### config.mk
export PLATFORM = sky130hd
export DESIGN_NAME = pipe_execute
export DESIGN_NICKNAME = d
export VERILOG_FILES = /design/src/rtl/pipe_execute.sv
export SDC_FILE = /design/constraint.sdc
export NUM_CORES = 1
export LEC_CHECK = 0
export BUFFER_PORTS_ARGS = -buffer_cell sky130_fd_sc_hd__buf_2
export CAP_MARGIN = 20
export CORE_AREA = 2 2 185 187
export CTS_BUF_LIST = sky130_fd_sc_hd__clkbuf_8
export DETAILED_ROUTE_END_ITERATION = 8
export DIE_AREA = 0 0 187 189
export REMOVE_ABC_BUFFERS = 1
export SYNTH_ARGS = -nofsm -noshare
export SYNTH_HDL_FRONTEND = slang
export SYNTH_SLANG_ARGS = --single-unit
### constraint.sdc
create_clock -name clk -period 9.8 [get_ports clk]
set_clock_uncertainty 0.2 [all_clocks]
set_input_delay 1.96 -clock clk [delete_from_list [all_inputs] [get_ports clk]]
set_output_delay 1.96 -clock clk [all_outputs]
set_load 0.01 [all_outputs]
### src/rtl/pipe_execute.sv
// Y86-64 pipelined execute (E) stage.
// Computes the ALU result, holds the {ZF,SF,OF} condition codes and evaluates
// jXX/cmovXX conditions. The e_* outputs are combinational.
// Optional feature macro: EXEC_STATS_EN adds the stat_ccupd/stat_taken counters.
module pipe_execute #(
    parameter int         W     = 64,
    parameter logic [3:0] RNONE = 4'hF
) (
    input  logic         clk,
    input  logic         rst_n,
    input  logic [1:0]   E_stat,
    input  logic [3:0]   E_icode,
    input  logic [3:0]   E_ifun,
    input  logic [W-1:0] E_valC,
    input  logic [W-1:0] E_valA,
    input  logic [W-1:0] E_valB,
    input  logic [3:0]   E_dstE,
    input  logic [3:0]   E_dstM,
    input  logic [1:0]   m_stat,
    input  logic [1:0]   W_stat,
    output logic [1:0]   e_stat,
    output logic [3:0]   e_icode,
    output logic [W-1:0] e_valE,
    output logic [W-1:0] e_valA,
    output logic [3:0]   e_dstE,
    output logic [3:0]   e_dstM,
    output logic         e_Cnd,
`ifdef EXEC_STATS_EN
    output logic [31:0]  stat_ccupd,
    output logic [31:0]  stat_taken,
`endif
    output logic [2:0]   cc
);

    localparam logic [1:0] STAT_AOK = 2'd0;

    localparam logic [3:0] I_NOP    = 4'h1;
    localparam logic [3:0] I_RRMOVQ = 4'h2;
    localparam logic [3:0] I_IRMOVQ = 4'h3;
    localparam logic [3:0] I_RMMOVQ = 4'h4;
    localparam logic [3:0] I_MRMOVQ = 4'h5;
    localparam logic [3:0] I_OPQ    = 4'h6;
    localparam logic [3:0] I_JXX    = 4'h7;
    localparam logic [3:0] I_CALL   = 4'h8;
    localparam logic [3:0] I_RET    = 4'h9;
    localparam logic [3:0] I_PUSHQ  = 4'hA;
    localparam logic [3:0] I_POPQ   = 4'hB;

    localparam logic [3:0] A_ADD = 4'h0;
    localparam logic [3:0] A_SUB = 4'h1;
    localparam logic [3:0] A_AND = 4'h2;
    localparam logic [3:0] A_XOR = 4'h3;

    logic [2:0]   cc_q, cc_d;
    logic [W-1:0] alu_a, alu_b, alu_t;
    logic [3:0]   alu_fun;
    logic         zf_new, sf_new, of_new;
    logic         set_cc;
    logic         cnd_raw;
    logic         zf, sf, of;

    assign cc = cc_q;
    assign zf = cc_q[2];
    assign sf = cc_q[1];
    assign of = cc_q[0];

    // ALU operand selection, function and flag generation
    always_comb begin
        alu_a   = '0;
        alu_b   = '0;
        alu_fun = (E_icode == I_OPQ) ? E_ifun : A_ADD;
        unique case (E_icode)
            I_RRMOVQ, I_OPQ:           alu_a = E_valA;
            I_IRMOVQ, I_RMMOVQ,
            I_MRMOVQ:                  alu_a = E_valC;
            I_CALL, I_PUSHQ:           alu_a = -W'(64'd8);
            I_RET, I_POPQ:             alu_a = W'(64'd8);
            default:                   alu_a = '0;
        endcase
        unique case (E_icode)
            I_RMMOVQ, I_MRMOVQ, I_OPQ, I_CALL,
            I_RET, I_PUSHQ, I_POPQ:    alu_b = E_valB;
            default:                   alu_b = '0;
        endcase

        of_new = 1'b0;
        unique case (alu_fun)
            A_ADD: begin
                alu_t  = alu_b + alu_a;
                of_new = (alu_a[W-1] == alu_b[W-1]) && (alu_t[W-1] != alu_a[W-1]);
            end
            A_SUB: begin
                alu_t  = alu_b - alu_a;
                of_new = (alu_a[W-1] != alu_b[W-1]) && (alu_t[W-1] != alu_b[W-1]);
            end
            A_AND:   alu_t = alu_b & alu_a;
            A_XOR:   alu_t = alu_b ^ alu_a;
            default: alu_t = '0;
        endcase
        zf_new = (alu_t == '0);
        sf_new = alu_t[W-1];
    end

    // CC write enable: only a valid OPq with no exception in E, M or W
    always_comb begin
        set_cc = (E_icode == I_OPQ) && (E_ifun <= A_XOR) && (E_stat == STAT_AOK)
                 && (m_stat == STAT_AOK) && (W_stat == STAT_AOK) && rst_n;
    end

    // Branch/cmov condition from the registered CC
    always_comb begin
        unique case (E_ifun)
            4'd0:    cnd_raw = 1'b1;
            4'd1:    cnd_raw = (sf ^ of) | zf;
            4'd2:    cnd_raw = sf ^ of;
            4'd3:    cnd_raw = zf;
            4'd4:    cnd_raw = !zf;
            4'd5:    cnd_raw = !(sf ^ of);
            4'd6:    cnd_raw = !(sf ^ of) && !zf;
            default: cnd_raw = 1'b0;
        endcase
    end

    // Output drive, forced to a nop-like bubble while reset is asserted
    always_comb begin
        if (!rst_n) begin
            e_stat  = '0;
            e_icode = I_NOP;
            e_valE  = '0;
            e_valA  = '0;
            e_dstE  = RNONE;
            e_dstM  = RNONE;
            e_Cnd   = 1'b0;
        end else begin
            e_stat  = E_stat;
            e_icode = E_icode;
            e_valE  = alu_t;
            e_valA  = E_valA;
            e_dstM  = E_dstM;
            e_Cnd   = cnd_raw;
            e_dstE  = ((E_icode == I_RRMOVQ) && !cnd_raw) ? RNONE : E_dstE;
        end
    end

    // Next CC value; reset overrides an update in the same cycle
    always_comb begin
        if (!rst_n)      cc_d = 3'b100;
        else if (set_cc) cc_d = {zf_new, sf_new, of_new};
        else             cc_d = cc_q;
    end

    // Condition-code register
    always_ff @(posedge clk) begin
        cc_q <= cc_d;
    end

`ifdef EXEC_STATS_EN
    logic [31:0] stat_ccupd_q, stat_ccupd_d;
    logic [31:0] stat_taken_q, stat_taken_d;
    logic        taken;

    assign stat_ccupd = stat_ccupd_q;
    assign stat_taken = stat_taken_q;

    // Statistics counter next-state; both wrap naturally at 2^32
    always_comb begin
        taken = (E_stat == STAT_AOK) && ((E_icode == I_JXX) || (E_icode == I_RRMOVQ)) && e_Cnd;
        if (!rst_n) begin
            stat_ccupd_d = '0;
            stat_taken_d = '0;
        end else begin
            stat_ccupd_d = set_cc ? stat_ccupd_q + 32'd1 : stat_ccupd_q;
            stat_taken_d = taken  ? stat_taken_q + 32'd1 : stat_taken_q;
        end
    end

    // Statistics counter registers
    always_ff @(posedge clk) begin
        stat_ccupd_q <= stat_ccupd_d;
        stat_taken_q <= stat_taken_d;
    end
`endif

endmodule

## After elaboration in Yosys (flattened, before gate mapping)

Index checks and enable logic that the tools add are counted.

| operators by class | value |
|---|---|
| shifts and indexed selects | 0 |
| $lt $le $gt $ge | 1 |
| multiply operators | 0 |
| bitwise operators | 4 |
| divide/modulo/power cells | 0 |
| mux-type cells | 14 |
| equal/unequal tests | 22 |
| reductions and logical operators | 23 |
| add/subtract/negate cells | 2 |

Operator list:

| operator | number |
|---|---|
| 64-bit one-hot mux with 4 select lines | 2 |
| 64-bit 2-to-1 mux | 3 |
| 64-bit adder | 1 |
| 64-bit AND | 1 |
| 64-bit zero test | 1 |
| 64-bit subtractor | 1 |
| 64-bit XOR | 1 |
| 4-bit by 2-bit == test with 1-bit output (second input constant) | 6 |
| 4-bit by 3-bit == test with 1-bit output (second input constant) | 6 |
| 4-bit 2-to-1 mux | 5 |
| 4-bit == test (second input constant) | 4 |
| 1-bit logical AND | 9 |
| 4-bit by 1-bit == test with 1-bit output (second input constant) | 2 |
| 4-bit zero test | 2 |
| 1-bit one-hot mux with 7 select lines | 1 |
| 7-bit OR reduction | 1 |
| 2-bit zero test | 3 |
| 2-bit OR reduction | 3 |
| 4-bit by 2-bit less-or-equal comparator with 1-bit output (second input constant) | 1 |
| 1-bit zero test | 3 |
| 1-bit inequality test | 3 |
| 3-bit OR reduction | 1 |
| 2-bit 2-to-1 mux | 1 |
| 1-bit one-hot mux with 2 select lines | 1 |
| other kinds (4) | 4 |

| word-level totals | value |
|---|---|
| output and inout bits | 146 |
| ROM bits | 0 |
| input bits | 216 |
| word-level logic and storage cells | 67 |
| memories kept | 0 |
| bits in latches | 0 |
| register bits after elaboration | 3 |
| bits in writable memories | 0 |

## Longest topological paths before layout

Gate-level depths: netlist (run 1).

| logic depth | value |
|---|---|
| word-level depth | 8 |
| mapped depth | 22 |

## Worst setup path before layout (run 1)

No wires, ideal clock.

| path | value |
|---|---|
| path type | in2out |
| from | input E_icode[1] |
| to | output e_valE[60] |
| arrival | 6.166 ns |
| setup slack | 1.474 ns |
| required time | 7.640 ns |
| cell stages on the path | 20 |
| cells stage by stage | inv_1 -> nor3_1 -> clkbuf_1 -> clkbuf_1 -> a22o_1 -> ha_1 -> inv_1 -> fa_1 -> a21o_2 -> a221o_1 -> a211o_1 -> a32oi_1 -> o41ai_1 -> o31ai_2 -> o21ai_1 -> nand4_1 -> a31o_2 -> nor4bb_1 -> nor2_1 -> nor2_1 |

| between the ends | value |
|---|---|
| word-level cells in the longest chain between the ends | 6 |

RTL lines:

| element | RTL line | RTL |
|---|---|---|
| start: declaration | 12 | `input logic [3:0] E_icode,` |
| 4-bit by 3-bit == test with 1-bit output, or another cell as far along | 72, 80 |  |
| 3-bit OR reduction, or another cell as far along | 72 | `unique case (E_icode)` |
| 64-bit one-hot mux with 4 select lines / 64-bit 2-to-1 mux (equally long branches) | 72, 80 |  |
| 64-bit subtractor, or another cell as far along | 93 | `alu_t = alu_b - alu_a;` |
| 64-bit one-hot mux with 4 select lines * | 87 | `unique case (alu_fun)` |
| 64-bit 2-to-1 mux * | 126 | `if (!rst_n) begin` |
| end: declaration | 23 | `output logic [W-1:0] e_valE,` |

Every way passes the cells marked *; elsewhere a longest branch is shown, timed or not.

## Worst setup path after layout (run 1)

| path | value |
|---|---|
| from | input E_icode[0] |
| to | output e_valE[58] |

Same word-level chain as after synthesis.

==> results of run 1 <==
-- final timing paths --
kind | startpoint | endpoint | slack [ps] | cells past startpoint
worst max-delay path | E_icode[0] | e_valE[58] | 480 | 19
worst min-delay path | cc[1] | cc[1] | 340 | 2
worst max register to register | cc[0] | cc[0] | 8880 | 2
worst min register to register | cc[1] | cc[1] | 340 | 2
-- critical path, stage by stage --
cell	delay [ps]
buf_2	140
nand2_1	150
nor2_1	50
a21oi_1	210
nor2_4	140
buf_4	190
a221oi_1	360
ha_1	460
nor4_1	590
a21boi_1	650
o2111ai_1	390
a31oi_1	480
nor3_2	150
o21ai_1	340
a31o_2	230
a21oi_1	60
o21ai_0	280
and2_1	170
buf_2	130
-- metal layers --
| layer | track usage [%] | vias to the layer above | share of wire (%) | wire length (um) |
|---|---|---|---|---|
| met5 | 0 | - | 0 | 0 |
| met4 | 22.16 | 0 | 6.7 | 5056 |
| met3 | 5.579 | 302 | 9.7 | 7301 |
| met2 | 67.27 | 1326 | 45 | 33990 |
| met1 | 50.31 | 9083 | 39 | 29120 |
| li1 | - | 8747 | - | - |
-- area by class of cell --
| type | instances | area [sq um] | share of cell area [%] |
|---|---|---|---|
| Clock buffer | 3 | 41.29 | 0.2614 |
| Multi-Input combinational cell | 1900 | 12160 | 76.98 |
| Clock inverter | 1 | 3.754 | 0.02377 |
| Sequential cell | 3 | 60.06 | 0.3803 |
| Inverter | 129 | 484.2 | 3.066 |
| Timing Repair Buffer | 444 | 2486 | 15.74 |
| Tap cell | 448 | 560.5 | 3.549 |
-- logic make-up (layout without fill, tap and decap cells) --
kind of cell	after synthesis	in the layout	share of synthesized area, %
buffers and inverters	276	577	7.929
xor gates and xnor gates	19	19	1.264
and+or+nand+nor	933	933	35.75
AOI/OAI and AO/OA	804	804	41.06
adders and majority gates	129	129	12.38
muxes	15	15	1.160
DFF	3	3	0.4563
-- metrics by stage --
step | total power [mW] | utilization (%) | area [sq um] | TNS [ps] | setup slack, ps
after floorplan | 0.7097 | - | 12600 | -40140 | -1378
after global placement | 1.159 | 47.23 | 15720 | 0 | 324.4
after detailed placement | 1.158 | 47.23 | 15720 | 0 | 326.3
after CTS | 1.200 | 47.36 | 15760 | 0 | 303.0
after global routing | 1.317 | 47.46 | 15790 | 0 | 130.1
final | 1.241 | 47.46 | 15790 | 0 | 475.8
-- report_power, final --
| part | leakage [nW] | switching [mW] | internal [mW] |
|---|---|---|---|
| logic | 7.32 | 0.791 | 0.402 |
| registers | 0.0242 | 0.00000275 | 0.0123 |
| clock network | 0.0269 | 0.00950 | 0.0268 |
-- what timing repair did --
action,in CTS,in global routing
endpoints found under the setup margin,0,3
setup buffers,0,0
gates resized for setup,0,5
-- cell usage in the layout, fill, tap and decap left out, types with 8 or more instances in the layout --
cell type	Yosys	routed
buf_2	6	360
a21oi_1	220	219
nor2_1	220	217
nand2_1	214	214
o21ai_0	133	133
inv_1	126	127
ha_1	127	127
and2_1	103	103
nor2b_1	96	95
buf_4	0	79
a221oi_1	76	76
nor3_1	67	66
nand3_1	52	52
nand4_1	49	49
nor4_1	48	44
o211ai_1	39	39
o31ai_1	37	37
a21o_1	32	32
a31oi_1	32	31
o21bai_1	26	26
a211oi_1	22	22
nand2b_1	19	19
a21boi_0	19	19
xnor2_1	17	17
o2111ai_1	15	15
mux2i_1	13	13
a22oi_1	12	12
and3_1	11	11
a211o_1	11	11
o22ai_1	10	10
o21a_1	10	10
or3_1	9	9
or4_1	9	9
a31o_2	10	9
o221ai_1	9	9
a221o_1	8	8
==> impl_metrics.yaml, run 1 <==
outcome:
  outcome: "finished clean"
placed_design:
  gp_congestion: 1.075
  hpwl_um: 60430
  port_buffers: 361
  dp.cells: 2924
clocking:
  cts_hold_buffers: 0
  cts_max_level: 1
  cts_sinks: 3
  root_buffer: "clkbuf_8"
  cts_buffer_depth: 2
  path_clk_slew_ps: 30
  insertion_delay_ps: 220
  numCtsBuffers: 3
  cts_tree: "built"
timing:
  holdWs_ps: 336.5
  rsz0062_at_grt: "false"
  maxSlewViolCount: 0
  min_period_ps: 9324
  post-route-period-util_pct: 95.15
  hold_viol: 0
  setup_violations: 0
  slew_headroom_pct: 25.54
  worstMarginPinSlew_ps: 1107
  max_freq_mhz: 107.2
yosys:
  async_reset_ff_share_pct: 0
  yosysTopAreaCellShare_pct: 12.07
  yosysSeqAreaShare_pct: 0.4563
  syn_inst: 2179
  synth.area.top_cells: "ha_1, a21oi_1, nor2_1"
  synth_seq_cells: 3
  synth_cell_types: 89
  ys.flop_type: "dfxtp_1"
  synth_commonest_cells: "a21oi_1, nor2_1, nand2_1"
  syn_area_sq_um: 13160
  syn_avg_cell_area_sq_um: 6.040
  ys_warn_count: 0
  synth_edf_count: 0
  yosys.area.top_type: "ha_1"
worst_hold_path:
  worstHoldPathType: "reg2reg"
routing:
  drtIter0Drc: 2703
  routed_wl_um: 75460
  ant_nets: 0
  avgViaCountPerCell: 6.645
  wl_per_cell_um: 25.77
  first_pass_iters: 7
  vias: 19460
  drc: 0
pwr:
  powerDensity_nw_per_um2: 78.58
  ir_drop_mv: 0.04734
  leakage_nw: 7.371
worst_setup_path:
  arrival_ps: 7160
  critical_path_class: "in2out"
  crit_fanout: 13
  cp_data_required_time_ps: 7640
  cp-start-kind: "input port"
  critPathCaptureType: "primary output"
floorplan:
  die-height_um: 189
  dieArea_sq_um: 35340
  floorplan.die.width_um: 187
  initial_core_util_pct: 39.55
  coreArea_sq_um: 33280
  rows: 67
  pin_count: 362
global_routing:
  grt_max_degree: 100
  grt_pass1_vias: 18400
  overflow: 0
  antenna_found_initial: 0
  track_usage_pct: 40.38
  grt_pass1_wl_um: 111800
job:
  cap_violations: 0
final_layout:
  largest_register_ffs: 3
  diodes: 0
  fillers: 3605
  fin_nets: 2826
  fin_cells: 2928
  area_delta_synth_final_pct: 20.00
  drive_gt1_share_pct: 20.08
Note: power is estimated with default switching activity, not from simulation.
==> run 2: changes to the inputs <==
--- a/config.mk
+++ b/config.mk
@@ -11,6 +11,7 @@
 export CTS_BUF_LIST = sky130_fd_sc_hd__clkbuf_8
 export DETAILED_ROUTE_END_ITERATION = 8
 export DIE_AREA = 0 0 187 189
+export RECOVER_POWER = 50
 export REMOVE_ABC_BUFFERS = 1
 export SYNTH_ARGS = -nofsm -noshare
 export SYNTH_HDL_FRONTEND = slang
==> run 2 against run 1 <==
Effect of this change:
- the flow now finishes with violations (capacitance limit, slew limit)
- largest cell class unchanged
- fmax fell by 0.41%
- highest routed layer unchanged
- cell count is essentially flat
- sequential share of layout area barely moved
- global-route usage unchanged
- worst hold slack better by 3.8 ps
- non-clock buffer count stayed put
==> impl_metrics.yaml, run 2 (synthesis gave the netlist of run 1 again) <==
worst_setup_path:
  crit_fanout: 12
  worstReg2RegEnd: "cc[0]"
  arrival_ps: 7200
  r2r_slack_ps: 8870
  cp_common_cell: "a21oi_1"
  path_cells: "buf_2, nand2_1, nor2_1, a21oi_1, nor2_4, a22o_1, ha_1, inv_1, fa_1, a21o_2, a221o_1, a21oi_1, a31o_2, a21oi_1, o21ai_0, a21oi_1, o311a_1, o41ai_1, and2_1, buf_2"
  worst_path_largest_cell_delay_ps: 540
  critPathBufInv: 3
  cp-start-kind: "input port"
  rr_worst_depth: 2
  critical_path_class: "in2out"
  crit_slowest_cell: "o21ai_0"
  crit_family: "compound AO/OA/AOI/OAI gates"
  critPathCaptureType: "primary output"
  r2r-start: "cc[0]"
  cp_data_required_time_ps: 7640
clocking:
  root_buffer: "clkbuf_8"
  cts_hold_buffers: 0
  path_clk_slew_ps: 30
  cts_sinks: 3
  cts_buffer_depth: 2
  insertion_delay_ps: 220
  numCtsBuffers: 3
  cts_max_level: 1
  cts_resized: 0
  cts_tree: "built"
  cts_setup_buffers: 0
floorplan:
  die-height_um: 189
  floorplan.die.width_um: 187
  coreArea_sq_um: 33280
  dieArea_sq_um: 35340
  pin_count: 362
  initial_core_util_pct: 39.55
  rows: 67
routing:
  routed_wl_um: 75390
  drtIter0Drc: 2596
  first_pass_iters: 9
  drc: 0
  ant_nets: 0
  wl_per_cell_um: 25.73
  vias: 19390
  avgViaCountPerCell: 6.619
final_layout:
  final_cell_mix: "buf_2, a21oi_1, nor2_1, nand2_1, o21ai_0"
  fin_nets: 2826
  final_cell_area_sq_um: 15730
  area_delta_synth_final_pct: 19.51
  fillers: 3625
  largest_register_ffs: 3
  drive_gt1_share_pct: 17.90
  multi_input_area_sq_um: 12160
  layout_commonest_cell: "buf_2"
  seqCellArea_sq_um: 60.06
timing:
  max_freq_mhz: 106.8
  post-route-period-util_pct: 95.53
  maxSlewViolCount: 101
  setup_violations: 0
  min_period_ps: 9362
  finalWorstSetupSlack_ps: 437.6
  rsz0062_at_grt: "false"
  slew_headroom_pct: -157.4
  worstMarginPinSlew_ps: 3860
  setup_tns_ps: 0
  hold_viol: 0
placed_design:
  dpl_cell_area_sq_um: 15720
  place_ws_ps: 326.3
  port_buffers: 361
  gp_congestion: 1.075
  hpwl_um: 60430
worst_hold_path:
  worstHoldStart: "cc[1]"
  whs_endpoint: "cc[1]"
  hold_depth: 2
  worstHoldPathType: "reg2reg"
global_routing:
  grt_pass1_vias: 18400
  grt_pass1_wl_um: 111800
  grt_max_degree: 100
  track_usage_pct: 40.38
  antenna_found_initial: 1
  overflow: 0
outcome:
  violations: "capacitance limit, slew limit"
  outcome: "finished, violations left"
pwr:
  power_mw: 1.238
  leakage_nw: 7.170
  powerDensity_nw_per_um2: 78.71
  ir_drop_mv: 0.04711
job:
  cap_violations: 1
==> run 2: layout make-up <==
type                       count  area share, %
timing repair buffer         444          15.36
tap                          448          3.564
clock inverter                 1        0.02386
antenna                        2        0.03182
sequential                     3         0.3818
multi-input combinational   1900          77.30
clock buffer                   3         0.2625
inverter                     129          3.079
==> run 2: worst max path at each step <==
stage | start | to | slack, ps | cells after the start
after floorplan | E_icode[1] | e_valE[60] | -1380 | 16
after global placement | E_icode[0] | e_valE[51] | 320 | 20
after detailed placement | E_icode[0] | e_valE[60] | 330 | 21
after CTS | E_icode[0] | e_valE[60] | 300 | 21
after global routing | E_icode[0] | e_valE[58] | 110 | 19
final | E_icode[0] | e_valE[62] | 440 | 20
==> run 2: stage by stage <==
step           std cells  hold slack [ps]  utilization, %
2_1_floorplan       2032            342.0               -
3_3_place_gp        2924            320.4           47.23
3_5_place_dp        2924            330.9           47.23
4_1_cts             2928            334.9           47.36
5_1_grt             2928            347.4           47.25
6_report            2930            340.3           47.26
==> run 2: routing by layer <==
metal	global-route usage, %	vias to the layer above	part of all wire, %
li1	-	8762	-
met1	50.31	9069	39
met2	67.27	1282	45
met3	5.579	281	9.8
met4	22.16	0	6.4
met5	0	-	0
==> run 2: worst register-to-register path, stage by stage, from the launching register on <==
cell	delay, ps
dfxtp_1	380
nor2_1	70
a211oi_1	190
==> run 2: where the power goes <==
| part | total, mW | switching (mW) | leakage, nW | internal, mW |
|---|---|---|---|---|
| combinational | 1.19 | 0.790 | 7.12 | 0.399 |
| clock | 0.0361 | 0.00931 | 0.0269 | 0.0268 |
| sequential | 0.0123 | 0.00000287 | 0.0242 | 0.0123 |
